**src/rtl/reg_file_sb.sv**
```systemverilog
// General register file with NUM_RD combinational read ports, one write port,
// optional write-to-read bypass, hardwired-zero r0 and a per-register busy scoreboard.
module reg_file_sb #(
  parameter int DATA_W = 32,
  parameter int ADDR_W = 5,
  parameter int NUM_RD = 2,
  parameter int BYPASS = 1
) (
  input  logic                     clk,
  input  logic                     reset,
  input  logic                     we,
  input  logic [ADDR_W-1:0]        wa,
  input  logic [DATA_W-1:0]        wd,
  input  logic [NUM_RD*ADDR_W-1:0] ra,
  output logic [NUM_RD*DATA_W-1:0] rd,
  output logic [NUM_RD-1:0]        rd_busy,
  input  logic                     rsv_en,
  input  logic [ADDR_W-1:0]        rsv_a,
  output logic                     rsv_waw
);

  localparam int NREGS = 2 ** ADDR_W;

  logic [DATA_W-1:0] regs [1:NREGS-1];
  logic [NREGS-1:1]  busy_q;
  logic [NREGS-1:0]  busy;

  logic wr_ok;
  logic rsv_ok;

  assign wr_ok  = we & (wa != '0);
  assign rsv_ok = rsv_en & (rsv_a != '0);
  assign busy   = {busy_q, 1'b0};

  // Reservation is applied after the write-clear so a younger producer keeps the bit set.
  always_ff @(posedge clk or posedge reset) begin
    if (reset) begin
      regs   <= '{default: '0};
      busy_q <= '0;
    end else begin
      if (wr_ok) begin
        regs[wa]   <= wd;
        busy_q[wa] <= 1'b0;
      end
      if (rsv_ok) begin
        busy_q[rsv_a] <= 1'b1;
      end
    end
  end

  always_comb begin
    rd      = '0;
    rd_busy = '0;
    for (int unsigned i = 0; i < NUM_RD; i++) begin
      logic [ADDR_W-1:0] a;
      a = ra[i*ADDR_W +: ADDR_W];
      if (a == '0) begin
        rd[i*DATA_W +: DATA_W] = '0;
        rd_busy[i]             = 1'b0;
      end else if ((BYPASS != 0) && we && (wa == a)) begin
        rd[i*DATA_W +: DATA_W] = wd;
        rd_busy[i]             = 1'b0;
      end else begin
        rd[i*DATA_W +: DATA_W] = regs[a];
        rd_busy[i]             = busy[a];
      end
    end
  end

  assign rsv_waw = rsv_ok & busy[rsv_a] & ~(we & (wa == rsv_a));

endmodule

```
**config.mk**
```make
export PLATFORM = sky130hd
export DESIGN_NAME = reg_file_sb
export DESIGN_NICKNAME = d
export VERILOG_FILES = /design/src/rtl/reg_file_sb.sv
export SDC_FILE = /design/constraint.sdc
export NUM_CORES = 2
export LEC_CHECK = 0
export CAP_MARGIN = 20
export CORE_ASPECT_RATIO = 1.4
export CORE_MARGIN = 8
export CORE_UTILIZATION = 40
export DETAILED_ROUTE_END_ITERATION = 8
export PLACE_DENSITY_LB_ADDON = 0.3
export SYNTH_ARGS = -nofsm -noshare
export SYNTH_HDL_FRONTEND = slang
export SYNTH_SLANG_ARGS = --single-unit
```
**constraint.sdc**
```tcl
create_clock -name clk -period 38.7 [get_ports clk]
set_input_delay 3.87 -clock clk [delete_from_list [all_inputs] [get_ports clk]]
set_output_delay 3.87 -clock clk [all_outputs]
set_load 0.02 [all_outputs]
```
# Yosys cells after proc, flatten, opt, wreduce, memory -nomap -nowiden
# Cells that the tools add are included.
# totals
inputBits,56
ff_bits,1023
wordCells,95
output_inout_bits,67
# classes
n_bitwise,12
n_eq_ne,3
magnitude_cmp,10
n_reduce_logical,9
muxes,29
# op_table
operator,n
$bwmux 992,1
$bmux 32 s5,2
$mux 32,9
$demux 32 s5,1
$mux 31,2
$and 31x31->31,1
$not 31->31,1
$or 31x31->31,1
$lt 5x6->1 const B,4
$ge 6x6->1 const B,3
$not 5->6,3
$bmux 1 s5,3
$eq 5x5->1,3
$demux 1 s5,2
$ge 5x1->1 const B,2
$logic_not 5->1,2
$reduce_bool 5->1,2
$mux 1,9
$lt 6x1->1 const B,1
$and 1x1->1,5
$logic_and 1x1->1,5
$not 1->1,1

# Longest topological paths before layout
# logic_depth
ltp_word,9
ltp_mapped,10
ltp_nobuf,5

# Least setup slack after synthesis
# No wires, ideal clock.
# synth_timing
path_kind,input -> output
start,in ra[0]
end,out rd[31]
slack_ns,28.849
stages,8
arrival_time_ns,5.981
t_required_ns,34.830
path_buffers,3
cell_sequence,buf_4 -> buf_4 -> xnor2_1 -> nand2_1 -> nor2_1 -> clkbuf_1 -> a2111oi_0 -> a2111oi_0
# synth_via
elab_chain_cells,6
elab_cells_between_ends,9
cone_classes,eq/ne (1); mux (5); bitwise (1); reduce/logical (2)
# synth_rtl
element,line,source
start: declaration,14,"input logic [NUM_RD*ADDR_W-1:0] ra,"
$not 5->6 (not written as such),64,rd[i*DATA_W +: DATA_W] = regs[a];
$bmux 32 s5,64,
$mux 32 (not written as such) (2 in a row),64,
$mux 32,60,end else if ((BYPASS != 0) && we && (wa == a)) begin
$mux 32 (*),57,if (a == '0) begin
end: declaration,15,"output logic [NUM_RD*DATA_W-1:0] rd,"
# Mark *: on every way between the ends. The rest lies on a longest branch, timed or not. The select of a mux whose other input is x is not followed.

# Worst setup path after layout
# layout_timing
start,in ra[5]
end,out rd[42]
# Same word-level chain as after synthesis.

==> flow_summary.ini <==
[status]
status = complete, no violations

[finish]
seq_area_mm2 = 0.0256
drive_gt1_share_pct = 30.1
multi_input_area_mm2 = 0.0269
fill_cells = 12400
nNetsFinal = 4393
area_growth_pct = 11.3
design_area_mm2 = 0.0609
stdcell_count = 6209

[setup_path]
r2r-end = regs[575]$_DFFE_PP0P_
critPathCapture = rd[42]
cp.arrival_ns = 9.64
rrSetupSlack_ns = 37.89
crit_fanout = 78
crit_path_start_kind = input port
cp-end-kind = output pin
crit_type = in2out
cp_data_required_time_ns = 34.83
critPathLaunch = ra[5]
worstReg2RegStart = regs[575]$_DFFE_PP0P_
reg2reg_depth = 1

[drt]
vias_per_cell = 6.30
drt_iter0_markers = 3698
via_count = 39100
drtAntennaViolNets = 0
detail_route.wl_per_cell_um = 30.5
wl_um = 189000
dr.pass1.iters = 5
drcViolationCount = 0

[synth]
synth_edf_count = 0
ys_warn_count = 0
ys_top_cells_by_area = dfrtp_1, mux4_2, mux2_2, o21ai_0, nand2_1
yosys_most_used_dff = dfrtp_1
seq_area_frac_synth_pct = 46.8
synth_area_mm2 = 0.0547
ys_seq_elements = 1023
yosysMostFrequentCell = dfrtp_1
synth.distinct_cells = 57
async_flop_share_pct = 100
synth_cells = 4454
syn_avg_cell_area_um2 = 12.3
synth.cells.most_frequent = dfrtp_1, nand2_1, o21ai_0
yosys.area.top_type = dfrtp_1
synth_top_area_share_pct = 46.8
synth_fp_nets = 4510

[clocking]
ctsHoldBuffers = 0
cts_tree = done
cts-root-buf = clkbuf_16
clkLatencyLatePin_ns = 0.71
path_clk_slew_ns = 0.06
h-tree-depth = 3
cts_sinks = 1023
numCtsBuffers = 102
clockBufferDepth = 3
postCtsSetupBuffers = 0
ctsResizeCount = 0

[global_routing]
grt_pass1_vias = 40000
grt.overflow.total = 0
antenna_found_initial = 11
grt_pass1_wl_um = 280000
grt_usage_pct = 25.2
grt_max_degree = 178

[placement]
routabilityCongestion = 0.833
numPortBuffers = 122
post-dp-hpwl_um = 112000
placed_cells = 6012
placed_area_mm2 = 0.0571

[sta]
worstMarginPinSlew_ns = 1.15
max_clock_freq_ghz = 0.0740
setup_viol_count_final = 0
clock_skew_ns = 0
slew-limit-headroom_pct = 22.9
hold_ws_ns = 0.497
timing.final.max_slew_violations = 0
rsz0062_at_grt = false
finalHoldViolCount = 0
finalCriticalPeriod_ns = 13.51
fin_setup_tns_ns = 0
timing.final.crit_share_pct = 34.9

[power]
power_density_mw_per_mm2 = 52.6
total_power_mw = 3.20
peakVddDrop_mv = 0.0397
leakagePower_nw = 25.6

[die]
design.core.area_mm2 = 0.136
die_x_um = 329
num_rows = 160
initial_core_util_pct = 40.3
ioPinCount = 123
die_h_um = 454
dieArea_mm2 = 0.149

[run]
maxCapViolCount = 0

[min_path]
min_path_type = reg2reg
-- per-stage QoR --
| step | utilization (%) | setup slack (ns) |
|---|---|---|
| after floorplan | - | 6.04 |
| after global placement | 42.1 | 25.26 |
| after detailed placement | 42.1 | 25.23 |
| after CTS | 44.8 | 25.18 |
| after global routing | 44.9 | 24.89 |
| final | 44.9 | 25.19 |
-- worst min-delay path by stage --
stage	startpoint	to	slack, ns	depth (start not counted)
2_1_floorplan	regs[896]$_DFFE_PP0P_	regs[896]$_DFFE_PP0P_	0.46	2
3_3_place_gp	regs[611]$_DFFE_PP0P_	regs[611]$_DFFE_PP0P_	0.47	2
3_5_place_dp	regs[478]$_DFFE_PP0P_	regs[478]$_DFFE_PP0P_	0.49	2
4_1_cts	regs[642]$_DFFE_PP0P_	regs[642]$_DFFE_PP0P_	0.50	2
5_1_grt	regs[813]$_DFFE_PP0P_	regs[813]$_DFFE_PP0P_	0.52	2
6_report	regs[478]$_DFFE_PP0P_	regs[478]$_DFFE_PP0P_	0.50	2
-- logic make-up (layout without fill, tap and decap cells) --
logic type                after synthesis  after routing  share of synthesized area (%)
buffers and inverters                 527            496                           4.35
AOI/OAI and AO/OA                     909            909                           10.0
DFF                                  1023           1023                           46.8
xor gates and xnor gates               15             15                          0.240
muxes                                1104           1104                           32.1
other                                   0              4                              0
and+or+nand+nor                       876            876                           6.54
-- area by class of cell --
type | instances | area share [%]
Multi-Input combinational cell | 2904 | 44.2
Sequential cell | 1023 | 42.0
Clock buffer | 128 | 4.68
Tap cell | 1782 | 3.66
Timing Repair Buffer | 229 | 3.48
Clock inverter | 62 | 1.41
Inverter | 77 | 0.489
Antenna cell | 4 | 0.0164
-- layer usage --
layer / up-vias / global-route usage [%] / share of wire (%)
met1: 20500 / 31.7 / 39
met2: 1681 / 41.1 / 48
met3: 518 / 5.28 / 7.6
met4: 10 / 13.1 / 5.7
met5: - / 0 / 0.038
li1: 16400 / - / -
-- layout by cell type (no fill, tap or decap), types with 21 or more instances in the layout --
master / Yosys / final
o21ai_0: 589 / 589
mux4_2: 469 / 469
nand2_1: 675 / 661
inv_1: 65 / 63
clkbuf_16: 0 / 104
clkdlybuf4s50_1: 0 / 113
o22ai_1: 47 / 47
nor2_1: 78 / 65
a22oi_1: 61 / 61
nand3_1: 55 / 53
buf_4: 37 / 105
mux2i_1: 128 / 128
a221oi_1: 30 / 30
mux2_2: 507 / 507
o311ai_1: 26 / 26
a2111oi_0: 21 / 21
o221ai_1: 31 / 31
dfrtp_1: 1023 / 1023
-- sequential cells by signal (all words and copies together), names as in the netlist --
signal / flops
busy_q: 31
regs: 992
-- report_power, final --
part	switching, mW	total [mW]	internal (mW)
clock	0.458	1.10	0.646
combinational	0.305	0.668	0.363
sequential	0.158	1.43	1.27
total	0.922	3.20	2.28
-- critical path, cell delays in order --
cell and delay, ns:
buf_8 0.62, buf_4 0.63, buf_4 0.66, buf_4 0.77, buf_4 0.68, mux2i_1 0.26
o22ai_1 0.10, o311ai_0 0.64, o221ai_1 0.46, clkdlybuf4s50_1 0.67
Note: power is estimated with default switching activity, not from simulation.
